==> config.mk <==
export PLATFORM = sky130hd
export DESIGN_NAME = lpc_io_arbiter
export DESIGN_NICKNAME = d
export VERILOG_FILES = /design/src/rtl/lpc_io_pkg.sv /design/src/rtl/lpc_io_window_match.sv /design/src/rtl/lpc_io_arbiter.sv
export SDC_FILE = /design/constraint.sdc
export NUM_CORES = 1
export LEC_CHECK = 0
export CAP_MARGIN = 20
export CORE_MARGIN = 1.5
export CORE_UTILIZATION = 46
export CTS_BUF_LIST = sky130_fd_sc_hd__clkbuf_2
export CTS_CLUSTER_DIAMETER = 200
export CTS_CLUSTER_SIZE = 16
export DETAILED_ROUTE_END_ITERATION = 10
export PLACE_DENSITY = 0.84
export SKIP_LAST_GASP = 1
export SYNTH_ARGS = -nofsm -noshare
export SYNTH_HDL_FRONTEND = slang
export SYNTH_SLANG_ARGS = --single-unit
==> constraint.sdc <==
create_clock -name lclk -period 4.7 [get_ports lclk]
set_input_delay 1.175 -clock lclk [delete_from_list [all_inputs] [get_ports lclk]]
set_output_delay 1.175 -clock lclk [all_outputs]
set_load 0.005 [all_outputs]
==> src/rtl/lpc_io_pkg.sv <==
// rtl/lpc_io_pkg.sv - shared types and constants for the LPC I/O backend sequencer
// Contents: cycle state enum, idle read data, default device bases, default wait bound,
//           window mask helper.
package lpc_io_pkg;

  typedef enum logic [2:0] {
    ST_IDLE,
    ST_DECODE,
    ST_STROBE,
    ST_WAIT,
    ST_DONE
  } lpc_io_state_t;

  localparam logic [7:0]  LPC_IDLE_DATA   = 8'hFF;
  localparam logic [15:0] LPC_POST_BASE   = 16'h0080;
  localparam logic [15:0] LPC_COM0_BASE   = 16'h03F8;
  localparam int          LPC_DEF_TIMEOUT = 15;

  // Low-order address bits covered by a window of 2**size bytes.
  function automatic logic [15:0] win_mask(input logic [2:0] size);
    return (16'd1 << size) - 16'd1;
  endfunction

endpackage

==> src/rtl/lpc_io_window_match.sv <==
// rtl/lpc_io_window_match.sv - combinational address match for one I/O window
// Ports: addr   - latched cycle address
//        base   - window base address
//        size   - window size as log2 bytes
//        en     - window enable
//        hit    - window claims addr
//        offset - addr offset inside the window (bits above the window are zero)
module lpc_io_window_match
  import lpc_io_pkg::*;
(
  input  logic [15:0] addr,
  input  logic [15:0] base,
  input  logic [2:0]  size,
  input  logic        en,
  output logic        hit,
  output logic [6:0]  offset
);

  logic [15:0] mask;

  assign mask   = win_mask(size);
  assign hit    = en && ((addr & ~mask) == (base & ~mask));
  assign offset = addr[6:0] & mask[6:0];

endmodule

==> src/rtl/lpc_io_arbiter.sv <==
// rtl/lpc_io_arbiter.sv - decodes LPC I/O cycles to device windows and sequences one access
// Ports: lclk/lreset                 - clock, synchronous active-high reset
//        io_rden/io_wren/lpc_addr/lpc_wdata - front-end request pulse, address, write data
//        lpc_rdata/cyc_done/cyc_hit/cyc_timeout/req_drop - completion info back to the front end
//        win_en/win_base/win_size    - per-slot window configuration (sampled in DECODE)
//        dev_cs/dev_rd/dev_wr/dev_addr/dev_wdata - device-side select, strobes, offset, data
//        dev_rdata/dev_ready         - per-slot read data and ready
module lpc_io_arbiter
  import lpc_io_pkg::*;
#(
  parameter int NUM_DEV = 4,
  parameter int TIMEOUT = LPC_DEF_TIMEOUT
) (
  input  logic                   lclk,
  input  logic                   lreset,
  input  logic                   io_rden,
  input  logic                   io_wren,
  input  logic [15:0]            lpc_addr,
  input  logic [7:0]             lpc_wdata,
  output logic [7:0]             lpc_rdata,
  output logic                   cyc_done,
  output logic                   cyc_hit,
  output logic                   cyc_timeout,
  output logic                   req_drop,
  input  logic [NUM_DEV-1:0]     win_en,
  input  logic [16*NUM_DEV-1:0]  win_base,
  input  logic [3*NUM_DEV-1:0]   win_size,
  output logic [NUM_DEV-1:0]     dev_cs,
  output logic                   dev_rd,
  output logic                   dev_wr,
  output logic [6:0]             dev_addr,
  output logic [7:0]             dev_wdata,
  input  logic [8*NUM_DEV-1:0]   dev_rdata,
  input  logic [NUM_DEV-1:0]     dev_ready
);

  localparam logic [7:0] TIMEOUT_CNT = 8'(TIMEOUT);

  lpc_io_state_t      state;
  logic [15:0]        addr_q;
  logic               is_write;
  logic [7:0]         wait_cnt;

  logic [NUM_DEV-1:0] win_hit;
  logic [6:0]         win_off [NUM_DEV];
  logic [NUM_DEV-1:0] hit_oh;
  logic [6:0]         hit_off;
  logic               sel_ready;
  logic [7:0]         sel_rdata;

  for (genvar i = 0; i < NUM_DEV; i++) begin : g_win
    lpc_io_window_match u_match (
      .addr   (addr_q),
      .base   (win_base[16*i +: 16]),
      .size   (win_size[3*i +: 3]),
      .en     (win_en[i]),
      .hit    (win_hit[i]),
      .offset (win_off[i])
    );
  end

  // Scan from the top down so the lowest-index hit is the one left standing.
  always_comb begin
    hit_oh  = '0;
    hit_off = '0;
    for (int i = NUM_DEV - 1; i >= 0; i--) begin
      if (win_hit[i]) begin
        hit_oh    = '0;
        hit_oh[i] = 1'b1;
        hit_off   = win_off[i];
      end
    end
  end

  // dev_cs is one-hot and stays on through STROBE/WAIT, so it doubles as the slot select.
  assign sel_ready = |(dev_ready & dev_cs);

  always_comb begin
    sel_rdata = '0;
    for (int i = 0; i < NUM_DEV; i++) begin
      if (dev_cs[i]) sel_rdata = sel_rdata | dev_rdata[8*i +: 8];
    end
  end

  always_ff @(posedge lclk) begin
    if (lreset) begin
      state       <= ST_IDLE;
      addr_q      <= '0;
      is_write    <= 1'b0;
      wait_cnt    <= '0;
      dev_cs      <= '0;
      dev_rd      <= 1'b0;
      dev_wr      <= 1'b0;
      dev_addr    <= '0;
      dev_wdata   <= '0;
      lpc_rdata   <= LPC_IDLE_DATA;
      cyc_done    <= 1'b0;
      cyc_hit     <= 1'b0;
      cyc_timeout <= 1'b0;
      req_drop    <= 1'b0;
    end else begin
      cyc_done    <= 1'b0;
      cyc_hit     <= 1'b0;
      cyc_timeout <= 1'b0;
      dev_rd      <= 1'b0;
      dev_wr      <= 1'b0;
      req_drop    <= (io_rden || io_wren) &&
                     ((state != ST_IDLE) || (io_rden && io_wren));

      case (state)
        ST_IDLE: begin
          if (io_rden ^ io_wren) begin
            addr_q   <= lpc_addr;
            is_write <= io_wren;
            if (io_wren) dev_wdata <= lpc_wdata;
            state    <= ST_DECODE;
          end
        end

        ST_DECODE: begin
          if (|hit_oh) begin
            dev_cs   <= hit_oh;
            dev_addr <= hit_off;
            dev_rd   <= !is_write;
            dev_wr   <= is_write;
            wait_cnt <= '0;
            state    <= ST_STROBE;
          end else begin
            cyc_done  <= 1'b1;
            lpc_rdata <= LPC_IDLE_DATA;
            state     <= ST_DONE;
          end
        end

        ST_STROBE, ST_WAIT: begin
          if (sel_ready) begin
            dev_cs    <= '0;
            cyc_done  <= 1'b1;
            cyc_hit   <= 1'b1;
            lpc_rdata <= is_write ? LPC_IDLE_DATA : sel_rdata;
            state     <= ST_DONE;
          end else if (wait_cnt == TIMEOUT_CNT) begin
            dev_cs      <= '0;
            cyc_done    <= 1'b1;
            cyc_hit     <= 1'b1;
            cyc_timeout <= 1'b1;
            lpc_rdata   <= LPC_IDLE_DATA;
            state       <= ST_DONE;
          end else begin
            wait_cnt <= wait_cnt + 8'd1;
            state    <= ST_WAIT;
          end
        end

        ST_DONE: state <= ST_IDLE;

        default: state <= ST_IDLE;
      endcase
    end
  end

endmodule

Yosys cells after proc, flatten, opt, wreduce, memory -nomap -nowiden
Cells that the tools add are included.
{"block": "totals", "register_bits": 61, "inputBits": 144, "output_inout_bits": 33, "elab_cells": 119}
{"block": "classes", "n_addsub": 5, "eq_ne": 14, "shift": 4, "n_mux": 34, "n_bitwise": 24, "reduce_logical": 24}
{"cell": "AND 16 bit", "n": 8}
{"cell": "2-to-1 mux 8 bit", "n": 11}
{"cell": "== test 16 bit", "n": 4}
{"cell": "NOT 16 bit", "n": 4}
{"cell": "left shift 1 x 3 -> 16 bit, first input constant", "n": 4}
{"cell": "subtractor 16 x 1 -> 16 bit, second input constant", "n": 4}
{"cell": "one-hot mux 8 bit (2 select lines)", "n": 2}
{"cell": "AND 7 bit", "n": 4}
{"cell": "2-to-1 mux 4 bit", "n": 7}
{"cell": "2-to-1 mux 7 bit", "n": 4}
{"cell": "OR 8 bit", "n": 3}
{"cell": "2-to-1 mux 3 bit", "n": 4}
{"cell": "inequality test 2 bit, second input constant", "n": 5}
{"cell": "one-hot mux 3 bit (3 select lines)", "n": 1}
{"cell": "AND reduction 3 bit", "n": 3}
{"cell": "adder 8 x 1 -> 8 bit, second input constant", "n": 1}
{"cell": "== test 8 x 4 -> 1 bit, second input constant", "n": 1}
{"cell": "one-hot mux 4 bit (2 select lines)", "n": 1}
{"cell": "OR reduction 4 bit", "n": 2}
{"cell": "== test 3 x 2 -> 1 bit, second input constant", "n": 2}
{"cell": "logical AND 1 bit", "n": 6}
{"cell": "OR reduction 6 bit", "n": 1}
{"cell": "AND 4 bit", "n": 1}
{"cell": "AND reduction 2 bit", "n": 2}
{"cell": "14 further kinds", "n": 20}

Logic depth before layout (Yosys ltp)
Gate-level depths: netlist of run 1.
{"block": "logic_depth", "depth_word": 13, "depth_mapped": 13, "ltp_nobuf": 10}

By module
A second synthesis of run 1 with hierarchy kept.
{"block": "hier_totals", "cells_unflattened": 512, "hier_area_um2": 4285.4}
{"mod": "lpc_io_arbiter", "instances": 1, "cells_each": 332, "area_per_inst_um2": 2783.9, "seq_area_each_um2": 1221.2}
{"mod": "lpc_io_window_match", "instances": 4, "cells_each": 45, "area_per_inst_um2": 375.4, "seq_area_each_um2": 0.0}

Least setup slack after synthesis of run 1
No wires, ideal clock.
{"block": "synth_timing", "path_kind": "input to register", "startpoint": "input win_size[5]", "endpoint": "register dev_cs[3]", "setup_ns": 0.070, "arrival_time_ns": 3.991, "required_ns": 4.630, "setup_slack_ns": 0.638, "path_stages": 12, "n_path_buf": 2, "cell_sequence": "buf_2 -> nor3_1 -> inv_1 -> ha_1 -> buf_6 -> or4b_4 -> nand4_2 -> o2111ai_1 -> or4_4 -> a41o_1 -> or4_1 -> a21oi_1"}
{"block": "synth_between", "elab_chain_cells": 11, "word_cells_on_any_way": 14, "classes_between": "add/sub (1); eq/ne (2); shift (1); mux (4); bitwise (3); reduce/logical (3)"}
{"item": "start, declared", "line": "lpc_io_arbiter.sv:27", "source": "input logic [3*NUM_DEV-1:0] win_size,"}
{"item": "left shift 1 x 3 -> 16 bit *", "line": "lpc_io_pkg.sv:21", "source": "return (16'd1 << size) - 16'd1;"}
{"item": "subtractor 16 x 1 -> 16 bit *", "line": "lpc_io_pkg.sv:21"}
{"item": "NOT 16 bit *", "line": "lpc_io_window_match.sv:22", "source": "assign hit = en && ((addr & ~mask) == (base & ~mask));"}
{"item": "AND 16 bit", "line": "lpc_io_window_match.sv:22"}
{"item": "== test 16 bit *", "line": "lpc_io_window_match.sv:22"}
{"item": "logical AND 1 bit *", "line": "lpc_io_window_match.sv:22"}
{"item": "2-to-1 mux 4 bit * (2 in series)", "line": "lpc_io_arbiter.sv:67", "source": "if (win_hit[i]) begin"}
{"item": "OR reduction 4 bit", "line": "lpc_io_arbiter.sv:121", "source": "if (|hit_oh) begin"}
{"item": "inequality test 2 bit (no source line)"}
{"item": "AND reduction 3 bit (no source line)"}
{"item": "end signal, assigned", "line": "lpc_io_arbiter.sv:122", "source": "dev_cs <= hit_oh;"}
{"item": "end, declared", "line": "lpc_io_arbiter.sv:28", "source": "output logic [NUM_DEV-1:0] dev_cs,"}
Every way passes the cells marked *; elsewhere a longest branch is shown, timed or not. The select of a mux whose other input is x is not followed.
A chain may end at the register's enable or synchronous reset.

Final worst setup path of run 1
{"block": "layout_timing", "startpoint": "input win_size[7]", "endpoint": "register wait_cnt[3]"}
{"block": "layout_between", "elab_chain_cells": 12, "word_cells_on_any_way": 13, "classes_between": "add/sub (1); eq/ne (2); shift (1); mux (3); bitwise (3); reduce/logical (3)"}
{"item": "left shift 1 x 3 -> 16 bit *", "line": "lpc_io_pkg.sv:21"}
{"item": "subtractor 16 x 1 -> 16 bit *", "line": "lpc_io_pkg.sv:21"}
{"item": "NOT 16 bit *", "line": "lpc_io_window_match.sv:22"}
{"item": "AND 16 bit", "line": "lpc_io_window_match.sv:22"}
{"item": "== test 16 bit *", "line": "lpc_io_window_match.sv:22"}
{"item": "logical AND 1 bit *", "line": "lpc_io_window_match.sv:22"}
{"item": "2-to-1 mux 4 bit * (3 in series)", "line": "lpc_io_arbiter.sv:67"}
{"item": "OR reduction 4 bit *", "line": "lpc_io_arbiter.sv:121"}
{"item": "inequality test 2 bit (no source line) *"}
{"item": "AND reduction 4 bit (no source line) *"}
{"item": "end signal, assigned", "line": "lpc_io_arbiter.sv:150", "source": "wait_cnt <= wait_cnt + 8'd1;"}
{"item": "end, declared", "line": "lpc_io_arbiter.sv:42", "source": "logic [7:0] wait_cnt;"}
Every way passes the cells marked *; elsewhere a longest branch is shown, timed or not.

==> results of run 1 <==
power groups by stage:
| stage | sequential (mW) | combinational (mW) | clock, mW |
|---|---|---|---|
| final | 0.576 | 0.405 | 0.460 |
| after floorplan | 0.554 | 0.234 | 0 |
| after detailed placement | 0.586 | 0.399 | 0 |
| after CTS | 0.575 | 0.401 | 0.461 |
| after global placement | 0.585 | 0.388 | 0 |
| after global routing | 0.579 | 0.440 | 0.483 |
cells in the mapped netlist, types with 4 or more instances:
library cell | n | share of area [%]
nor3_1 | 14 | 1.6
inv_1 | 13 | 1.1
ha_1 | 8 | 2.2
and4_1 | 7 | 1.4
and3_1 | 14 | 2.0
o311ai_0 | 4 | 0.78
o21ai_0 | 4 | 0.45
o211ai_1 | 9 | 1.5
o211a_1 | 5 | 1.1
nand4b_1 | 7 | 1.4
nor4b_1 | 4 | 0.78
o21bai_1 | 8 | 1.3
nor3b_1 | 7 | 1.2
clkbuf_1 | 31 | 2.6
nand2_1 | 77 | 6.4
or4_1 | 4 | 0.67
nand3_1 | 11 | 1.2
nor4_1 | 10 | 1.4
and2_1 | 10 | 1.4
xnor2_1 | 48 | 9.4
nand4_1 | 17 | 2.4
buf_2 | 10 | 1.1
a31oi_1 | 10 | 1.4
xor2_1 | 32 | 6.2
a22oi_1 | 20 | 3.3
dfxtp_1 | 61 | 27
nor2_1 | 28 | 2.3
a21oi_1 | 39 | 4.3
routing by layer:
| layer | up-vias | wire [µm] | share of wire [%] |
|---|---|---|---|
| met4 | 0 | 383 | 2.5 |
| met5 | - | 0 | 0 |
| met2 | 227 | 7280 | 48 |
| met3 | 36 | 1110 | 7.3 |
| li1 | 2418 | - | - |
| met1 | 2351 | 6380 | 42 |
registers in the layout, indices dropped and copies added, names as in the netlist:
signal / cells
addr_q: 16
cyc_done: 1
cyc_hit: 1
cyc_timeout: 1
dev_addr: 7
dev_cs: 4
dev_rd: 1
dev_wdata: 8
dev_wr: 1
is_write: 1
lpc_rdata: 8
req_drop: 1
state: 3
wait_cnt: 8
worst max path at each step:
stage / slack, ps / end / from / cells past startpoint
after detailed placement: 180 / dev_addr[5] / win_size[7] / 10
after global routing: 400 / wait_cnt[3] / win_size[6] / 11
after global placement: 290 / dev_cs[3] / win_size[11] / 12
after floorplan: 640 / dev_cs[3] / win_size[5] / 12
final: 630 / wait_cnt[3] / win_size[7] / 11
after CTS: 700 / wait_cnt[3] / win_size[6] / 11
kinds of logic after synthesis:
family	after synthesis
muxes	1
DFF	61
buffers and inverters	57
and+or+nand+nor	236
AOI/OAI and AO/OA	132
adders and majority gates	8
xor gates and xnor gates	80
layout make-up:
| type | count | area share, % |
|---|---|---|
| clock buffers | 9 | 0.696 |
| multi-input cells | 457 | 46.9 |
| repair buffers | 187 | 28.4 |
| flip-flops and latches | 61 | 18.9 |
| clock inverters | 7 | 1.86 |
| inverters | 14 | 0.812 |
| well taps | 129 | 2.49 |
worst max-delay path: stages:
cell             delay [ps]
clkdlybuf4s50_1         530
or3_1                   440
ha_1                    310
nor3b_1                 190
nor4_1                  530
nor4_1                  170
and4_1                  310
o41ai_2                 280
buf_4                   240
nand2b_1                170
nor2_1                  150
==> results.py, run 1 <==
metrics = {
    "place": {
        "dp_hpwl_um": 12300,
        "place_congestion": 0.976,
        "place.detailed.instances": 848,
        "place_ws_ps": 185,
        "place_area_um2": 6310,
        "place.port_buffers": 176,
    },
    "flow_run": {
        "cap_violations": 0,
    },
    "outcome": {
        "status": "finished clean",
    },
    "logic_synthesis": {
        "synth_warnings": 0,
        "synth-main-ff-cell": "dfxtp_1",
        "ys_ff_latch": 61,
        "syn-cell-area_um2": 4490,
        "synth_edf_count": 0,
        "synth.net_count": 727,
        "synthXorXnorAreaFrac_pct": 15.6,
        "ys_seq_area_share_pct": 27.2,
        "synth_top_family_by_area": "simple AND/OR/NAND/NOR gates",
        "syn_inst": 575,
        "synth-async-reset-ratio_pct": 0,
        "synth_compound_area_share_pct": 20.6,
        "synth_mux_area_share_pct": 0.223,
        "synth_simple_gate_area_share_pct": 28.9,
        "synth_fa_ha_area_share_pct": 2.23,
        "syn_area_per_cell_um2": 7.81,
        "yosysUniqueCellTypes": 65,
    },
    "cells_and_area": {
        "nFillCells": 815,
        "layout_commonest_cell": "clkdlybuf4s50_1",
        "fin_cells": 864,
        "area_delta_synth_final_pct": 44.2,
        "final_area_um2": 6470,
        "final_cell_mix": "clkdlybuf4s50_1, nand2_1, dfxtp_1, xnor2_1, a21oi_1",
        "antenna_cells": 0,
        "layout.nets": 882,
        "drive_above_1_share_pct": 4.49,
        "ff_latch_area_um2": 1220,
        "final_core_util_pct": 69.1,
        "multi_input_area_um2": 3040,
    },
    "timing": {
        "fin_worst_skew_ps": 61.9,
        "rsz0062_at_grt": "false",
        "worst_slew_pin_slew_ps": 807,
        "worst_slack_ps": 626,
        "slew-limit-headroom_pct": 46.2,
        "whs_ps": 468,
        "max_freq_ghz": 0.245,
        "setup_viol": 0,
        "timing.final.max_slew_violations": 0,
        "fin_crit_ps": 4070,
        "period_share_pct": 86.7,
        "fin_tns_setup_ps": 0,
        "hold_viol": 0,
    },
    "drt": {
        "wl_per_cell_um": 17.5,
        "drtIter0Drc": 279,
        "drt_pass1_iterations": 6,
        "ant_nets": 0,
        "wl_um": 15100,
        "vias": 5032,
        "avgViaCountPerCell": 5.82,
        "drc": 0,
    },
    "pwr": {
        "comb_power_share_pct": 28.1,
        "switchingPower_uw": 450,
        "finalPower_mw": 1.44,
        "p_seq_share_pct": 40.0,
        "p_leak_nw": 2.36,
        "ir_worst_vdd_v": 0.000166,
        "intPower_uw": 989,
        "power.density_nw_per_um2": 222,
        "power.share.switching_pct": 31.3,
        "clkPwrFrac_pct": 31.9,
    },
    "clock_network": {
        "htreeDepth": 3,
        "clk_latency_ps": 540,
        "post_cts_buffers": 0,
        "cts_max_path_buffers": 2,
        "cts_root_buffer": "clkbuf_2",
        "path_clk_slew_ps": 190,
        "ctsResizeCount": 0,
        "cts_hold_buf": 0,
        "cts_tree": "built",
        "clock-sinks": 61,
        "cts_made_buffers": 9,
    },
    "critical_path": {
        "r2r_setup_slack_ps": 1900,
        "r2r_cells": 7,
        "critPathKind": "in -> reg",
        "rr_endpoint": "dev_cs[3]",
        "critPathMaxFanout": 14,
        "reg2reg_from": "addr_q[5]",
        "crit_arrival_ps": 4520,
        "crit_required_ps": 5140,
        "start_kind": "input port",
        "endpoint_kind": "register",
    },
    "global_routing": {
        "top_usage_layer": "met2",
        "use_met2_pct": 50.0,
        "grt_overflow_total": 0,
        "grt_usage_pct": 29.4,
        "antenna_found_initial": 0,
        "grt_max_degree": 35,
        "grt_pass1_wl_um": 23700,
        "grt_pass1_vias": 4878,
        "grt_use_met3_pct": 5.18,
        "use_met1_pct": 37.3,
    },
    "floorplan": {
        "start_util_pct": 47.9,
        "core_region_area_um2": 9370,
        "io_pins": 177,
        "dieArea_um2": 10400,
        "fp.dieH_um": 102,
        "die_w_um": 102,
        "rows": 35,
    },
    "worst_hold_path": {
        "hp-start": "dev_wdata[0]",
        "hold_depth": 2,
        "holdPathEnd": "dev_wdata[0]",
        "hold_class": "reg -> reg",
    },
}
No activity file was read; power rests on OpenSTA's default activity.
==> run 2, diff against run 1 <==
- CORE_MARGIN: 1.5 -> 3
- CORE_UTILIZATION: 46 -> 45
- PLACE_DENSITY: 0.84 -> 0.82
==> results.py, run 2 (synthesized netlist as in run 1, its figures left out) <==
metrics = {
    "timing": {
        "fin_worst_skew_ps": 25.7,
        "hold_viol": 0,
        "period_share_pct": 86.9,
        "slew-limit-headroom_pct": 49.2,
        "timing.final.max_slew_violations": 0,
        "max_freq_ghz": 0.245,
        "fin_tns_setup_ps": 0,
        "fin_crit_ps": 4090,
        "setup_viol": 0,
        "rsz0062_at_grt": "false",
        "worst_slew_pin_slew_ps": 762,
    },
    "drt": {
        "wl_um": 15900,
        "drtIter0Drc": 330,
        "vias": 5072,
        "wl_per_cell_um": 18.3,
        "drt_pass1_iterations": 5,
        "drc": 0,
        "avgViaCountPerCell": 5.86,
        "ant_nets": 0,
    },
    "place": {
        "place_congestion": 0.970,
        "dp_hpwl_um": 13000,
        "place.port_buffers": 176,
    },
    "critical_path": {
        "startpoint": "win_size[9]",
        "crit_family": "compound AO/OA/AOI/OAI gates",
        "endpoint_kind": "register",
        "critPathMaxFanout": 13,
        "path_cells": "clkdlybuf4s50_1, or3_1, ha_1, nor3b_1, a2111oi_1, nor3_1, nand3_1, a41o_1, buf_4, a31oi_1, o21bai_1",
        "reg2reg_from": "addr_q[5]",
        "critPathKind": "in -> reg",
        "start_kind": "input port",
        "crit_arrival_ps": 4490,
        "crit_required_ps": 5110,
        "r2r_setup_slack_ps": 1930,
        "crit_buf_inv": 2,
        "crit_path_top_delay_cell": "a2111oi_1",
        "cp_slowest_stage_delay_ps": 660,
    },
    "pwr": {
        "finalPower_mw": 1.24,
        "power.density_nw_per_um2": 194,
        "p_leak_nw": 2.33,
        "ir_worst_vdd_v": 0.000165,
        "clkPwrFrac_pct": 20.5,
        "comb_power_share_pct": 32.9,
        "power.share.switching_pct": 34.1,
        "p_seq_share_pct": 46.6,
        "intPower_uw": 818,
        "switchingPower_uw": 422,
    },
    "floorplan": {
        "die_w_um": 106,
        "dieArea_um2": 11200,
        "io_pins": 177,
        "rows": 35,
        "core_region_area_um2": 9460,
        "fp.dieH_um": 106,
        "start_util_pct": 47.5,
    },
    "cells_and_area": {
        "drive_above_1_share_pct": 4.76,
        "antenna_cells": 0,
        "largest_reg_flops": 16,
        "area_delta_synth_final_pct": 42.7,
        "top_register": "addr_q",
        "layout.nets": 885,
        "nFillCells": 815,
        "layout_commonest_cell": "clkdlybuf4s50_1",
        "final_cell_mix": "clkdlybuf4s50_1, nand2_1, dfxtp_1, xnor2_1, a21oi_1",
    },
    "global_routing": {
        "antenna_found_initial": 0,
        "grt_max_degree": 31,
        "grt_usage_pct": 27.5,
        "grt_overflow_total": 0,
        "grt_pass1_wl_um": 24900,
        "grt_pass1_vias": 4997,
    },
    "worst_hold_path": {
        "hold_class": "reg -> reg",
        "hp-start": "dev_wdata[7]",
    },
    "outcome": {
        "status": "finished clean",
    },
    "clock_network": {
        "cts_max_path_buffers": 2,
        "cts_made_buffers": 9,
        "clk_latency_ps": 490,
        "post_cts_buffers": 0,
        "ctsResizeCount": 0,
        "htreeDepth": 3,
        "path_clk_slew_ps": 150,
        "cts_hold_buf": 0,
        "clock-sinks": 61,
        "cts_tree": "built",
        "cts_root_buffer": "clkbuf_2",
    },
    "flow_run": {
        "cap_violations": 0,
    },
}
-- run 2: cell count changes in the layout (fill, tap and decap cells not counted), sizes merged --
cell	before	now
clkinvlp	0	2
buf	12	15
clkinv	3	4
bufinv	3	0
inv	15	13
-- run 2: through the flow --
| stage | hold slack (ps) | cells | worst slack, ps | instance area (µm²) | utilization (%) |
|---|---|---|---|---|---|
| floorplan | 420 | 575 | 638 | 4490 | - |
| global placement | 442 | 851 | 308 | 6330 | 66.9 |
| detailed placement | 450 | 851 | 178 | 6330 | 66.9 |
| CTS | 474 | 865 | 699 | 6410 | 67.7 |
| global route | 496 | 865 | 382 | 6410 | 67.7 |
| finish | 470 | 865 | 615 | 6410 | 67.7 |
-- run 2: path summary, 6_finish.rpt --
path / end / depth (start not counted)
max: lpc_rdata[5] / 11
min: dev_wdata[7] / 2
min reg2reg: dev_wdata[7] / 2
max reg2reg: dev_addr[1] / 7
-- run 2: final cells by class --
| type | instances | area [µm²] | share of cell area [%] |
|---|---|---|---|
| sequential | 61 | 1220 | 19.1 |
| inverter | 14 | 52.6 | 0.820 |
| clock inverter | 5 | 30.0 | 0.469 |
| clock buffer | 9 | 45.0 | 0.703 |
| timing repair buffer | 190 | 1860 | 29.1 |
| tap | 129 | 161 | 2.52 |
| multi-input combinational | 457 | 3040 | 47.4 |
-- run 2: power by group through the flow --
stage | Combinational, mW | Sequential, mW | Clock, mW
floorplan | 0.234 | 0.554 | 0
global placement | 0.392 | 0.586 | 0
detailed placement | 0.403 | 0.587 | 0
CTS | 0.405 | 0.576 | 0.261
global route | 0.443 | 0.580 | 0.287
finish | 0.408 | 0.577 | 0.255
-- run 2: tightest hold or removal path: stages, from the launching register on --
cell and delay [ps]:
dfxtp_1 340, nand2_1 50, a21oi_1 50
-- run 2: routing by layer --
| metal | vias to the layer above | global-route usage, % | routed length, µm |
|---|---|---|---|
| met4 | 0 | 9.07 | 406 |
| met5 | - | 0 | 0 |
| li1 | 2431 | - | - |
| met2 | 200 | 46.6 | 7630 |
| met3 | 32 | 5.77 | 1160 |
| met1 | 2409 | 34.8 | 6660 |
==> run 3, diff against run 2 <==
- ABC_CLOCK_PERIOD_IN_PS: unset -> 4700
==> results of run 3 <==
Same layout as run 2: the final DEF is identical, and so are final timing and power.
